===== config.mk =====
export PLATFORM = sky130hd
export DESIGN_NAME = pwm_peripheral
export DESIGN_NICKNAME = d
export VERILOG_FILES = /design/src/rtl/pwm_pkg.sv /design/src/rtl/pwm_timebase.sv /design/src/rtl/pwm_peripheral.sv
export SDC_FILE = /design/constraint.sdc
export NUM_CORES = 1
export LEC_CHECK = 0
export CAP_MARGIN = 20
export CORE_MARGIN = 2
export CORE_UTILIZATION = 25
export DETAILED_ROUTE_END_ITERATION = 10
export PLACE_DENSITY = 0.47
export SLEW_MARGIN = 20
export SYNTH_ARGS = -nofsm -noshare
export SYNTH_HDL_FRONTEND = slang
export SYNTH_SLANG_ARGS = --single-unit

===== constraint.sdc =====
create_clock -name clk -period 4.2 [get_ports clk]
set_input_delay 0.63 -clock clk [delete_from_list [all_inputs] [get_ports clk]]
set_output_delay 0.63 -clock clk [all_outputs]
set_load 0.1 [all_outputs]

===== src/rtl/pwm_pkg.sv =====
// rtl/pwm_pkg.sv - shared constants, pin-mode type and PWM level helper
package pwm_pkg;

  localparam int PWM_CNT_W       = 8;
  localparam logic [PWM_CNT_W-1:0] PWM_FULL = 8'hFF;
  localparam int CLK_DIV_DEFAULT = 13;
  localparam int NUM_PINS        = 16;
  localparam int PRESC_W         = 16;

  typedef enum logic [1:0] {
    PIN_LOW  = 2'd0,
    PIN_HIGH = 2'd1,
    PIN_PWM  = 2'd2
  } pin_mode_e;

  function automatic pin_mode_e pin_mode(input logic en, input logic sel);
    if (!en)      return PIN_LOW;
    else if (sel) return PIN_PWM;
    else          return PIN_HIGH;
  endfunction

  // Full scale is forced high so 0xFF has no 1/256 low sliver.
  function automatic logic pwm_level(input logic [PWM_CNT_W-1:0] cnt,
                                     input logic [PWM_CNT_W-1:0] duty);
    return (duty == PWM_FULL) || (cnt < duty);
  endfunction

endpackage


===== src/rtl/pwm_timebase.sv =====
// rtl/pwm_timebase.sv - prescaler and 8-bit PWM counter with tick/wrap strobes
module pwm_timebase
  import pwm_pkg::*;
#(
  parameter int CLK_DIV = CLK_DIV_DEFAULT
) (
  input  logic                 clk,
  input  logic                 rst_n,
  output logic [PWM_CNT_W-1:0] pwm_cnt,
  output logic                 tick,
  output logic                 wrap
);

  localparam logic [PRESC_W-1:0] PRESC_MAX = PRESC_W'(CLK_DIV - 1);

  logic [PRESC_W-1:0]   presc_q, presc_d;
  logic [PWM_CNT_W-1:0] cnt_q, cnt_d;

  always_comb begin
    tick    = (presc_q == PRESC_MAX);
    wrap    = tick && (cnt_q == PWM_FULL);
    presc_d = tick ? '0 : presc_q + PRESC_W'(1);
    cnt_d   = tick ? cnt_q + PWM_CNT_W'(1) : cnt_q;
    pwm_cnt = cnt_q;
  end

  always_ff @(posedge clk or negedge rst_n) begin
    if (!rst_n) begin
      presc_q <= '0;
      cnt_q   <= '0;
    end else begin
      presc_q <= presc_d;
      cnt_q   <= cnt_d;
    end
  end

endmodule


===== src/rtl/pwm_peripheral.sv =====
// rtl/pwm_peripheral.sv - 16-pin output stage with shared double-buffered PWM
module pwm_peripheral
  import pwm_pkg::*;
#(
  parameter int CLK_DIV = CLK_DIV_DEFAULT
) (
  input  logic                 clk,
  input  logic                 rst_n,
  input  logic [7:0]           en_reg_out_7_0,
  input  logic [7:0]           en_reg_out_15_8,
  input  logic [7:0]           en_reg_pwm_7_0,
  input  logic [7:0]           en_reg_pwm_15_8,
  input  logic [7:0]           pwm_duty_cycle,
  output logic [NUM_PINS-1:0]  pwm_out,
  output logic                 period_start
);

  logic [PWM_CNT_W-1:0] pwm_cnt;
  logic                 tick;
  logic                 wrap;

  pwm_timebase #(.CLK_DIV(CLK_DIV)) u_timebase (
    .clk     (clk),
    .rst_n   (rst_n),
    .pwm_cnt (pwm_cnt),
    .tick    (tick),
    .wrap    (wrap)
  );

  logic [PWM_CNT_W-1:0] duty_sh_q, duty_sh_d;
  logic [NUM_PINS-1:0]  pwm_out_q, pwm_out_d;
  logic                 period_start_q, period_start_d;
  logic [PWM_CNT_W-1:0] cnt_next;
  logic                 pwm_sig_next;
  logic [NUM_PINS-1:0]  en;
  logic [NUM_PINS-1:0]  sel;

  // The level is taken from next-state counter and shadow so a pin's rising
  // edge lands on the same clk edge as period_start.
  always_comb begin
    en             = {en_reg_out_15_8, en_reg_out_7_0};
    sel            = {en_reg_pwm_15_8, en_reg_pwm_7_0};
    duty_sh_d      = wrap ? pwm_duty_cycle : duty_sh_q;
    cnt_next       = tick ? pwm_cnt + PWM_CNT_W'(1) : pwm_cnt;
    pwm_sig_next   = pwm_level(cnt_next, duty_sh_d);
    period_start_d = wrap;
    pwm_out_d      = '0;
    for (int i = 0; i < NUM_PINS; i++) begin
      case (pin_mode(en[i], sel[i]))
        PIN_HIGH: pwm_out_d[i] = 1'b1;
        PIN_PWM:  pwm_out_d[i] = pwm_sig_next;
        default:  pwm_out_d[i] = 1'b0;
      endcase
    end
  end

  always_ff @(posedge clk or negedge rst_n) begin
    if (!rst_n) begin
      duty_sh_q      <= '0;
      pwm_out_q      <= '0;
      period_start_q <= 1'b0;
    end else begin
      duty_sh_q      <= duty_sh_d;
      pwm_out_q      <= pwm_out_d;
      period_start_q <= period_start_d;
    end
  end

  assign pwm_out      = pwm_out_q;
  assign period_start = period_start_q;

endmodule

==> metrics.txt, run 1 <==
internal power=0.0006683 W; Synth Warn #=0; DRT iter0 DRCs=60; ys flop type=dfrtp_1; Synth cell types=49; status=complete, no violations; WL final=5537 microns; DIE HEIGHT=107.3 microns; Mapped Nets=284; register area=1226 sq um; placed insts=426; num rows=37; initial core utilization=0.2582; DR vias=1867; maximum VDD drop=127.7 uV; worst hold path class=input pin to async pin; total grt overflow=0; most common cell after layout, fill and taps aside=clkdlybuf4s50_1; Pleak=1.579 nW; DR WL/cell=12.79 microns; clk_lat worst skew=0.30 ns; EDFF count, synth=0; Setup crit start kind=register; maxcap violations=0; most frequent cells in the layout=57 x clkdlybuf4s50_1, 49 x dfrtp_1, 26 x inv_1; setup TNS=0 ns; DRC Markers=0; Arrival @ worst endpoint=3.52 ns; ANT nets after route=0; critical path endpoint category=register; multi-input logic area=1300 sq um; final setup margin=0.8834 ns; clock root buffer=clkbuf_8; number of CTS-inserted buffers=5; WP data required=4.41 ns; Slew @ Worst Pin=0.9940 ns; Clock Path Buffers=2; clock network power share=0.284; clock skew=0.01246 ns; Antenna Cells=0; area growth from synthesis to layout=30.33%; Avg Inst Size Synth=11.44 sq um; Final min period=3.317 ns; Synth Instances=233; die area=11500 sq um; Max FO, Critical Path=16; worst setup path class=register to register; pwr/cell area=270.7 nW/um^2; clk sink count=49; clock slew at reported path FFs=0.09 ns; Slew Viols, Final=0; H-tree level count=2; Pre-Repair DR Iteration Count=4; #FFs+latches synth=49; RSZ-0062 raised after global routing=false; cts repair resizes=0; pre-CTS WS=0.9099 ns; Tcrit/Tclk final=0.7897; core footprint=10320 sq um; IO Count=59; Psw=0.0002719 W; Die Width=107.3 microns; fraction of layout cells with a size suffix above 1=0.1549; post-CTS setup buffer count=0; placer congestion estimate=0.7327; Max Fclk=301.5 MHz; sw frac=0.2892; sequential share of the synthesized area=0.4601; Post-DP HPWL=4200 microns; Final Non-Filler Cells=433; hold buffer count at CTS=0; asr flop ratio synth=1.000; fill count=1041; final setup vio count=0; Layout Nets=348; Slew Limit Headroom=0.3352; CTS tree=done; port bufs=58; via/cell ratio=4.312; Comb power frac=0.195; first-pass GRT wire length=9791 microns; largest net degree at the start of global routing=50; final hold vios=0; synthesized cell area=2665 sq um; global-route usage over all layers=0.1050; vias in the first global route=2023; initial antenna violation count=0; sequential fraction of design power=0.520
[per-layer routing]
layer | up-vias | global-route usage | part of all wire | routed length (microns)
li1 | 938 | - | - | -
met1 | 873 | 0.1357 | 0.48 | 2639
met2 | 51 | 0.1704 | 0.44 | 2462
met3 | 5 | 0.03753 | 0.071 | 391
met4 | 0 | 0.01948 | 0.0079 | 44
met5 | - | 0 | 0 | 0
[through the flow]
stage / hold slack (ns) / power (W) / area [sq um] / util
floorplan: 0.3344 / 0.0006049 / 2665 / -
global placement: 0.4722 / 0.0006846 / 3392 / 0.3286
detailed placement: 0.4673 / 0.0006851 / 3392 / 0.3286
CTS: 0.4691 / 0.0009636 / 3473 / 0.3364
global route: 0.4978 / 0.0009984 / 3473 / 0.3364
finish: 0.4339 / 0.0009402 / 3473 / 0.3364
[layout make-up]
| cell class | count | share of cell area |
|---|---|---|
| clock buffer | 6 | 0.02089 |
| clock inverter | 1 | 0.002522 |
| inverter | 26 | 0.02810 |
| multi-input combinational | 154 | 0.3743 |
| sequential | 49 | 0.3530 |
| tap | 136 | 0.04899 |
| timing repair buffer | 61 | 0.1722 |
[path summary, 6_finish.rpt]
check / startpoint / end / slack (ns) / cells past startpoint
worst max-delay path: u_timebase.presc_q[0]$_DFF_PN0_ / pwm_out[5]$_DFF_PN0_ / 0.88 / 14
worst min-delay path: rst_n / u_timebase.presc_q[8]$_DFF_PN0_ / 0.43 / 2
worst max register to register: u_timebase.presc_q[0]$_DFF_PN0_ / pwm_out[5]$_DFF_PN0_ / 0.88 / 14
worst min register to register: u_timebase.presc_q[15]$_DFF_PN0_ / u_timebase.presc_q[15]$_DFF_PN0_ / 0.48 / 1
max in group asynchronous: rst_n / duty_sh_q[7]$_DFF_PN0_ / 3.34 / 2
min in group clk: u_timebase.presc_q[15]$_DFF_PN0_ / u_timebase.presc_q[15]$_DFF_PN0_ / 0.48 / 1
[synthesized netlist by cell type, drive strengths merged, types with 5 or more instances]
| master | number | area share |
|---|---|---|
| and3 | 5 | 0.012 |
| dfrtp | 49 | 0.46 |
| ha | 9 | 0.042 |
| inv | 26 | 0.037 |
| nand2 | 25 | 0.039 |
| nand2b | 16 | 0.038 |
| nand3 | 10 | 0.025 |
| nand4 | 8 | 0.027 |
| nor2 | 10 | 0.020 |
| o221ai | 16 | 0.076 |
| xnor2 | 15 | 0.049 |
| xor2 | 5 | 0.016 |
[power by group through the flow]
stage	combinational [W]	sequential, W	clock [W]
2_1_floorplan	0.0000327	0.000572	0
3_5_place_dp	0.000187	0.000498	0
5_1_grt	0.000197	0.000491	0.000310
6_report	0.000184	0.000489	0.000267
4_1_cts	0.000187	0.000490	0.000287
3_3_place_gp	0.000185	0.000499	0
[cells by family (layout without fill, tap and decap cells)]
| group | Yosys count | after routing | share of synthesized area |
|---|---|---|---|
| buffers and inverters | 30 | 94 | 0.05211 |
| and+or+nand+nor | 90 | 90 | 0.2254 |
| xor gates and xnor gates | 20 | 20 | 0.06573 |
| AOI/OAI and AO/OA | 27 | 27 | 0.1197 |
| DFF | 49 | 49 | 0.4601 |
| adders and majority gates | 9 | 9 | 0.04225 |
| muxes | 8 | 8 | 0.03474 |
[sequential cells by signal (all words and copies together), names as in the netlist]
signal / flops
pwm_out: 16
period_start: 1
u_timebase.presc_q: 16
u_timebase.pwm_cnt: 8
duty_sh_q: 8
[critical path, cell delays in order (launching register included)]
cell,delay (ns)
dfrtp_1,0.44
inv_1,0.09
ha_1,0.14
nor4b_4,0.22
and4_4,0.38
nand4_1,0.20
nor2_1,0.17
xor2_1,0.22
ha_1,0.28
a21o_1,0.16
a21o_1,0.18
a221oi_2,0.26
buf_4,0.26
nand2_1,0.08
o221ai_1,0.15
Power figures use the tool's default switching activity.
==> inputs of run 2 (changes only) <==
==> constraint.sdc (replaced) <==
create_clock -name clk -period 3.35 [get_ports clk]
set_input_delay 0.5025 -clock clk [delete_from_list [all_inputs] [get_ports clk]]
set_output_delay 0.5025 -clock clk [all_outputs]
set_load 0.1 [all_outputs]
==> metrics.txt, run 2 (synthesis results as in run 1) <==
reg2reg end=pwm_out[14]$_DFF_PN0_; Die Width=107.3 microns (unchanged); most frequent cells in the layout=57 x clkdlybuf4s50_1, 49 x dfrtp_1, 26 x inv_1; internal power=0.0008417 W (+26%); Post-DP Area=3440 sq um (+1.4%); final hold vios=0 (unchanged); Slew @ Worst Pin=0.9952 ns (+0.001192 ns); Antenna Cells=0 (unchanged); Setup crit start kind=register; Slew Limit Headroom=0.3344 (-0.0007970); reg2reg start=u_timebase.presc_q[8]$_DFF_PN0_; post-layout util=0.3434 (+0.006908); Layout Nets=353 (+1.4%); DR vias=1893 (+1.4%); critical path endpoint category=register; clk sink count=49 (unchanged); Max Fclk=324.8 MHz (+7.7%); sequential fraction of design power=0.510 (-0.010); via/cell ratio=4.312 (about the same); Post-DP HPWL=4266 microns (+1.6%); placer congestion estimate=0.7136 (-2.6%); number of CTS-inserted buffers=5 (unchanged); pre-CTS WS=0.1773 ns (-0.7326 ns); RSZ-0062 raised after global routing=false; Max FO, Critical Path=16 (unchanged); first-pass GRT wire length=9729 microns (-0.63%); total grt overflow=0 (unchanged); Arrival @ worst endpoint=3.30 ns (-0.22 ns); initial core utilization=0.2582 (unchanged); setup TNS=0 ns (unchanged); Pre-Repair DR Iteration Count=4 (unchanged); worst r2r path cells=12 (-2); DIE HEIGHT=107.3 microns (unchanged); Tcrit/Tclk final=0.9190 (+0.1293); final setup margin=0.2714 ns (-0.6120 ns); maximum VDD drop=185.1 uV (+45%); clock root buffer=clkbuf_8; vias in the first global route=1981 (-2.1%); Final min period=3.079 ns (-0.2380 ns); Psw=0.0003611 W (+33%); initial antenna violation count=0 (unchanged); status=complete, no violations; DRT iter0 DRCs=59 (-1.7%); pwr/cell area=339.3 nW/um^2 (+25%); DRC Markers=0 (unchanged); final setup vio count=0 (unchanged); WL final=5665 microns (+2.3%); worst hold path class=input pin to async pin; num rows=37 (unchanged); clock slew at reported path FFs=0.10 ns (about the same); clk_lat worst skew=0.30 ns (about the same); IO Count=59 (unchanged); core footprint=10320 sq um (unchanged); WP data required=3.57 ns (-0.84 ns); cts repair resizes=0 (unchanged); sw frac=0.3002 (+0.01102); Slew Viols, Final=0 (unchanged); clock skew=0.01396 ns (+0.001499 ns); CTS tree=done; die area=11500 sq um (unchanged); DR WL/cell=12.90 microns (+0.91%); largest net degree at the start of global routing=50 (unchanged); most common cell after layout, fill and taps aside=clkdlybuf4s50_1; hold buffer count at CTS=0 (unchanged); Pleak=1.616 nW (+2.4%); Comb power frac=0.191 (-0.004); post-CTS setup buffer count=0 (unchanged); final std cell area, no fill=3545 sq um (+2.1%); H-tree level count=2 (unchanged); clock network power share=0.298 (+0.014); port bufs=58 (unchanged); fraction of layout cells with a size suffix above 1=0.1749 (+0.02004); Clock Path Buffers=2 (unchanged); worst setup path class=register to register; maxcap violations=0 (unchanged); global-route usage over all layers=0.1056 (+0.0005201); area growth from synthesis to layout=33.00%; fill count=1056 (+1.4%); worst reg2reg setup slack=0.27 ns (-0.61 ns); ANT nets after route=0 (unchanged)
==> run 2: changes by cell type in the layout (fill, tap and decap cells not counted) <==
cell        change
buf_12          +2
inv_6           +1
clkinv_4        -1
buf_4           +3
clkinv_2        +1
clkinvlp_4      +1
clkbuf_1        -1
==> run 2: area by class of cell <==
class	count	area [sq um]	share of cell area
sequential	49	1226	0.3459
timing repair buffer	66	660.6	0.1864
clock buffer	5	68.82	0.01941
multi-input combinational	154	1300	0.3667
clock inverter	3	21.27	0.006001
tap	136	170.2	0.04801
inverter	26	97.59	0.02753
==> run 2: how the worst max path moves through the flow <==
stage | from | endpoint | slack (ns) | depth (start not counted)
floorplan | u_timebase.presc_q[0]$_DFF_PN0_ | pwm_out[10]$_DFF_PN0_ | 0.06 | 15
global route | u_timebase.presc_q[8]$_DFF_PN0_ | pwm_out[5]$_DFF_PN0_ | 0.005 | 12
detailed placement | u_timebase.presc_q[1]$_DFF_PN0_ | pwm_out[14]$_DFF_PN0_ | 0.18 | 14
finish | u_timebase.presc_q[8]$_DFF_PN0_ | pwm_out[14]$_DFF_PN0_ | 0.27 | 12
CTS | u_timebase.presc_q[1]$_DFF_PN0_ | pwm_out[14]$_DFF_PN0_ | 0.14 | 14
global placement | u_timebase.presc_q[1]$_DFF_PN0_ | pwm_out[15]$_DFF_PN0_ | 0.18 | 14
==> run 2: power by group through the flow <==
stage / Sequential (W) / Clock, W / Combinational [W]
3_3_place_gp: 0.000626 / 0 / 0.000232
4_1_cts: 0.000614 / 0.000384 / 0.000234
6_report: 0.000614 / 0.000359 / 0.000230
3_5_place_dp: 0.000625 / 0 / 0.000234
2_1_floorplan: 0.000717 / 0 / 0.0000410
5_1_grt: 0.000616 / 0.000404 / 0.000244
==> run 2: per-stage QoR <==
| step | power (W) | cells | hold slack (ns) |
|---|---|---|---|
| after floorplan | 0.0007584 | 233 | 0.2069 |
| after global placement | 0.0008580 | 429 | 0.4698 |
| after detailed placement | 0.0008584 | 429 | 0.4669 |
| after CTS | 0.001231 | 437 | 0.3286 |
| after global routing | 0.001265 | 439 | 0.3558 |
| final | 0.001203 | 439 | 0.3103 |
==> run 2: per-layer routing <==
| metal | GRT usage | wire length [microns] | vias to the layer above |
|---|---|---|---|
| met4 | 0.01948 | 40 | 0 |
| met1 | 0.1454 | 2800 | 890 |
| li1 | - | - | 945 |
| met3 | 0.03511 | 354 | 5 |
| met5 | 0 | 0 | - |
| met2 | 0.1627 | 2470 | 53 |
==> run 2: critical path, stage by stage (launching register included) <==
cell and delay, ns:
dfrtp_1 0.47, nor4bb_4 0.35, and4_4 0.32, nand4_1 0.17, nor2_1 0.15, xor2_1 0.20
ha_1 0.28, a21o_1 0.16, a21o_1 0.18, a221oi_2 0.33, buf_12 0.19, nand2_1 0.06
o221ai_1 0.14
==> inputs of run 3 (changes only) <==
==> constraint.sdc (replaced) <==
create_clock -name clk -period 3.3 [get_ports clk]
set_input_delay 0.495 -clock clk [delete_from_list [all_inputs] [get_ports clk]]
set_output_delay 0.495 -clock clk [all_outputs]
set_load 0.1 [all_outputs]
==> metrics.txt, run 3 (synthesis results as in run 1) <==
status=complete, no violations; num rows=37 (unchanged); fill count=1054 (-0.19%); Layout Nets=354 (+0.28%); area growth from synthesis to layout=33.24%; DR WL/cell=12.84 microns (-0.47%); final setup vio count=0 (unchanged); WP data required=3.51 ns (-0.06 ns); core footprint=10320 sq um (unchanged); RSZ-0062 raised after global routing=true; CP top delay family=simple AND/OR/NAND/NOR gates; most common cell after layout, fill and taps aside=clkdlybuf4s50_1; maxcap violations=0 (unchanged); Slew @ Worst Pin=1.001 ns (+0.005916 ns); Slew Limit Headroom=0.3305 (-0.003956); DRC Markers=0 (unchanged); placer congestion estimate=0.7115 (-0.29%); clk sink count=49 (unchanged); Post-DP Area=3447 sq um (+0.22%); Critical Path, Cell by Cell=inv_1, ha_1, nor4b_4, and4_4, nand4_1, nor2_1, xor2_1, ha_1, a21o_1, a21o_1, a221oi_2, buf_12, nand2_1, o221ai_1; worst setup path class=register to register; DIE HEIGHT=107.3 microns (unchanged); worst hold path class=input pin to async pin; initial antenna violation count=0 (unchanged); pwr/cell area=340.1 nW/um^2 (+0.22%); CP peak stage delay=0.40 ns (-0.07 ns); WP buf/inv=2 (+1); via/cell ratio=4.359 (+1.1%); Clock Path Buffers=2 (unchanged); clock root buffer=clkbuf_8; WL final=5651 microns (-0.25%); multi-input logic area=1305 sq um (+0.38%); register area=1226 sq um (unchanged); most frequent cells in the layout=57 x clkdlybuf4s50_1, 49 x dfrtp_1, 26 x inv_1; final std cell area, no fill=3551 sq um (+0.18%); global-route usage over all layers=0.1055 (about the same); final hold vios=0 (unchanged); ANT nets after route=0 (unchanged); port bufs=58 (unchanged); vias in the first global route=2076 (+4.8%); Worst path slowest cell=dfrtp_1; critical path endpoint category=register; fraction of layout cells with a size suffix above 1=0.1743 (-0.0005754); Antenna Cells=0 (unchanged); Max Fclk=325.4 MHz (+0.19%); clock slew at reported path FFs=0.09 ns (about the same); H-tree level count=2 (unchanged); maximum VDD drop=171.7 uV (-7.2%); IO Count=59 (unchanged); largest net degree at the start of global routing=50 (unchanged); Arrival @ worst endpoint=3.28 ns (-0.02 ns); total grt overflow=0 (unchanged); first-pass GRT wire length=9680 microns (-0.50%); Pleak=1.617 nW (about the same); clock skew=0.01301 ns (-0.0009493 ns); die area=11500 sq um (unchanged); clk_lat worst skew=0.30 ns (about the same); Pre-Repair DR Iteration Count=4 (unchanged); DR vias=1918 (+1.3%); post-layout util=0.3440 (+0.0006060); Slew Viols, Final=0 (unchanged); Die Width=107.3 microns (unchanged); Max FO, Critical Path=16 (unchanged); initial core utilization=0.2582 (unchanged); Post-DP HPWL=4269 microns (about the same); DRT iter0 DRCs=66 (+12%); number of CTS-inserted buffers=5 (unchanged); CTS tree=done; Tcrit/Tclk final=0.9312 (+0.01219); Setup crit start kind=register; Final min period=3.073 ns (-0.005737 ns)
-- run 3: cell types whose count changed in the layout (fill, tap and decap cells not counted), sizes merged --
cell	previous run	this run
inv	27	26
clkinv	1	0
buf	9	10
clkbuf	5	7
-- run 3: worst reg2reg max path: stages, from the launching register on --
cell and delay (ns):
dfrtp_1 0.40, inv_1 0.06, ha_1 0.13, nor4b_4 0.23
and4_4 0.30, nand4_1 0.17, nor2_1 0.15, xor2_1 0.21
ha_1 0.27, a21o_1 0.16, a21o_1 0.18, a221oi_2 0.32
buf_12 0.19, nand2_1 0.07, o221ai_1 0.15
-- run 3: layout make-up --
class	instances	area share
flip-flops and latches	49	0.3453
multi-input cells	154	0.3675
clock inverters	1	0.002114
inverters	26	0.02748
well taps	136	0.04792
repair buffers	67	0.1882
clock buffers	7	0.02149
-- run 3: worst paths after layout --
kind	from	to	slack (ns)	cells after the start
worst max-delay path	u_timebase.presc_q[0]$_DFF_PN0_	pwm_out[5]$_DFF_PN0_	0.23	14
worst min-delay path	rst_n	u_timebase.presc_q[8]$_DFF_PN0_	0.29	2
worst max register to register	u_timebase.presc_q[0]$_DFF_PN0_	pwm_out[5]$_DFF_PN0_	0.23	14
worst min register to register	u_timebase.presc_q[15]$_DFF_PN0_	u_timebase.presc_q[15]$_DFF_PN0_	0.49	1
max in group asynchronous	rst_n	duty_sh_q[7]$_DFF_PN0_	2.55	2
min in group clk	u_timebase.presc_q[15]$_DFF_PN0_	u_timebase.presc_q[15]$_DFF_PN0_	0.49	1
-- run 3: metrics by stage --
stage	total power, W	TNS [ns]	cells	setup slack, ns	hold WS, ns
finish	0.001208	0	440	0.2271	0.2915
CTS	0.001227	0	438	0.1013	0.3331
global placement	0.0008706	0	430	0.1409	0.4723
global route	0.001267	-0.04580	440	-0.02227	0.3594
detailed placement	0.0008716	0	430	0.1156	0.4699
floorplan	0.0007698	0	233	0.008470	0.1994
-- run 3: timing repair --
| item | CTS | global route |
|---|---|---|
| setup buffers | 0 | 2 |
| resized for setup | 0 | 1 |
| hold buffers | 0 | 0 |
| endpoints found under the setup margin | 0 | 16 |
-- run 3: per-layer routing --
metal	wire [microns]	track usage	vias to the layer above
met4	45	0.02597	0
met3	425	0.03935	5
met2	2502	0.1709	58
li1	-	-	942
met1	2677	0.1330	913
met5	0	0	-
-- run 3: where the power goes --
| group | switching [W] | internal [W] | total, W |
|---|---|---|---|
| clock | 0.000200 | 0.000151 | 0.000351 |
| sequential | 0.00000578 | 0.000617 | 0.000622 |
| combinational | 0.000148 | 0.0000866 | 0.000234 |
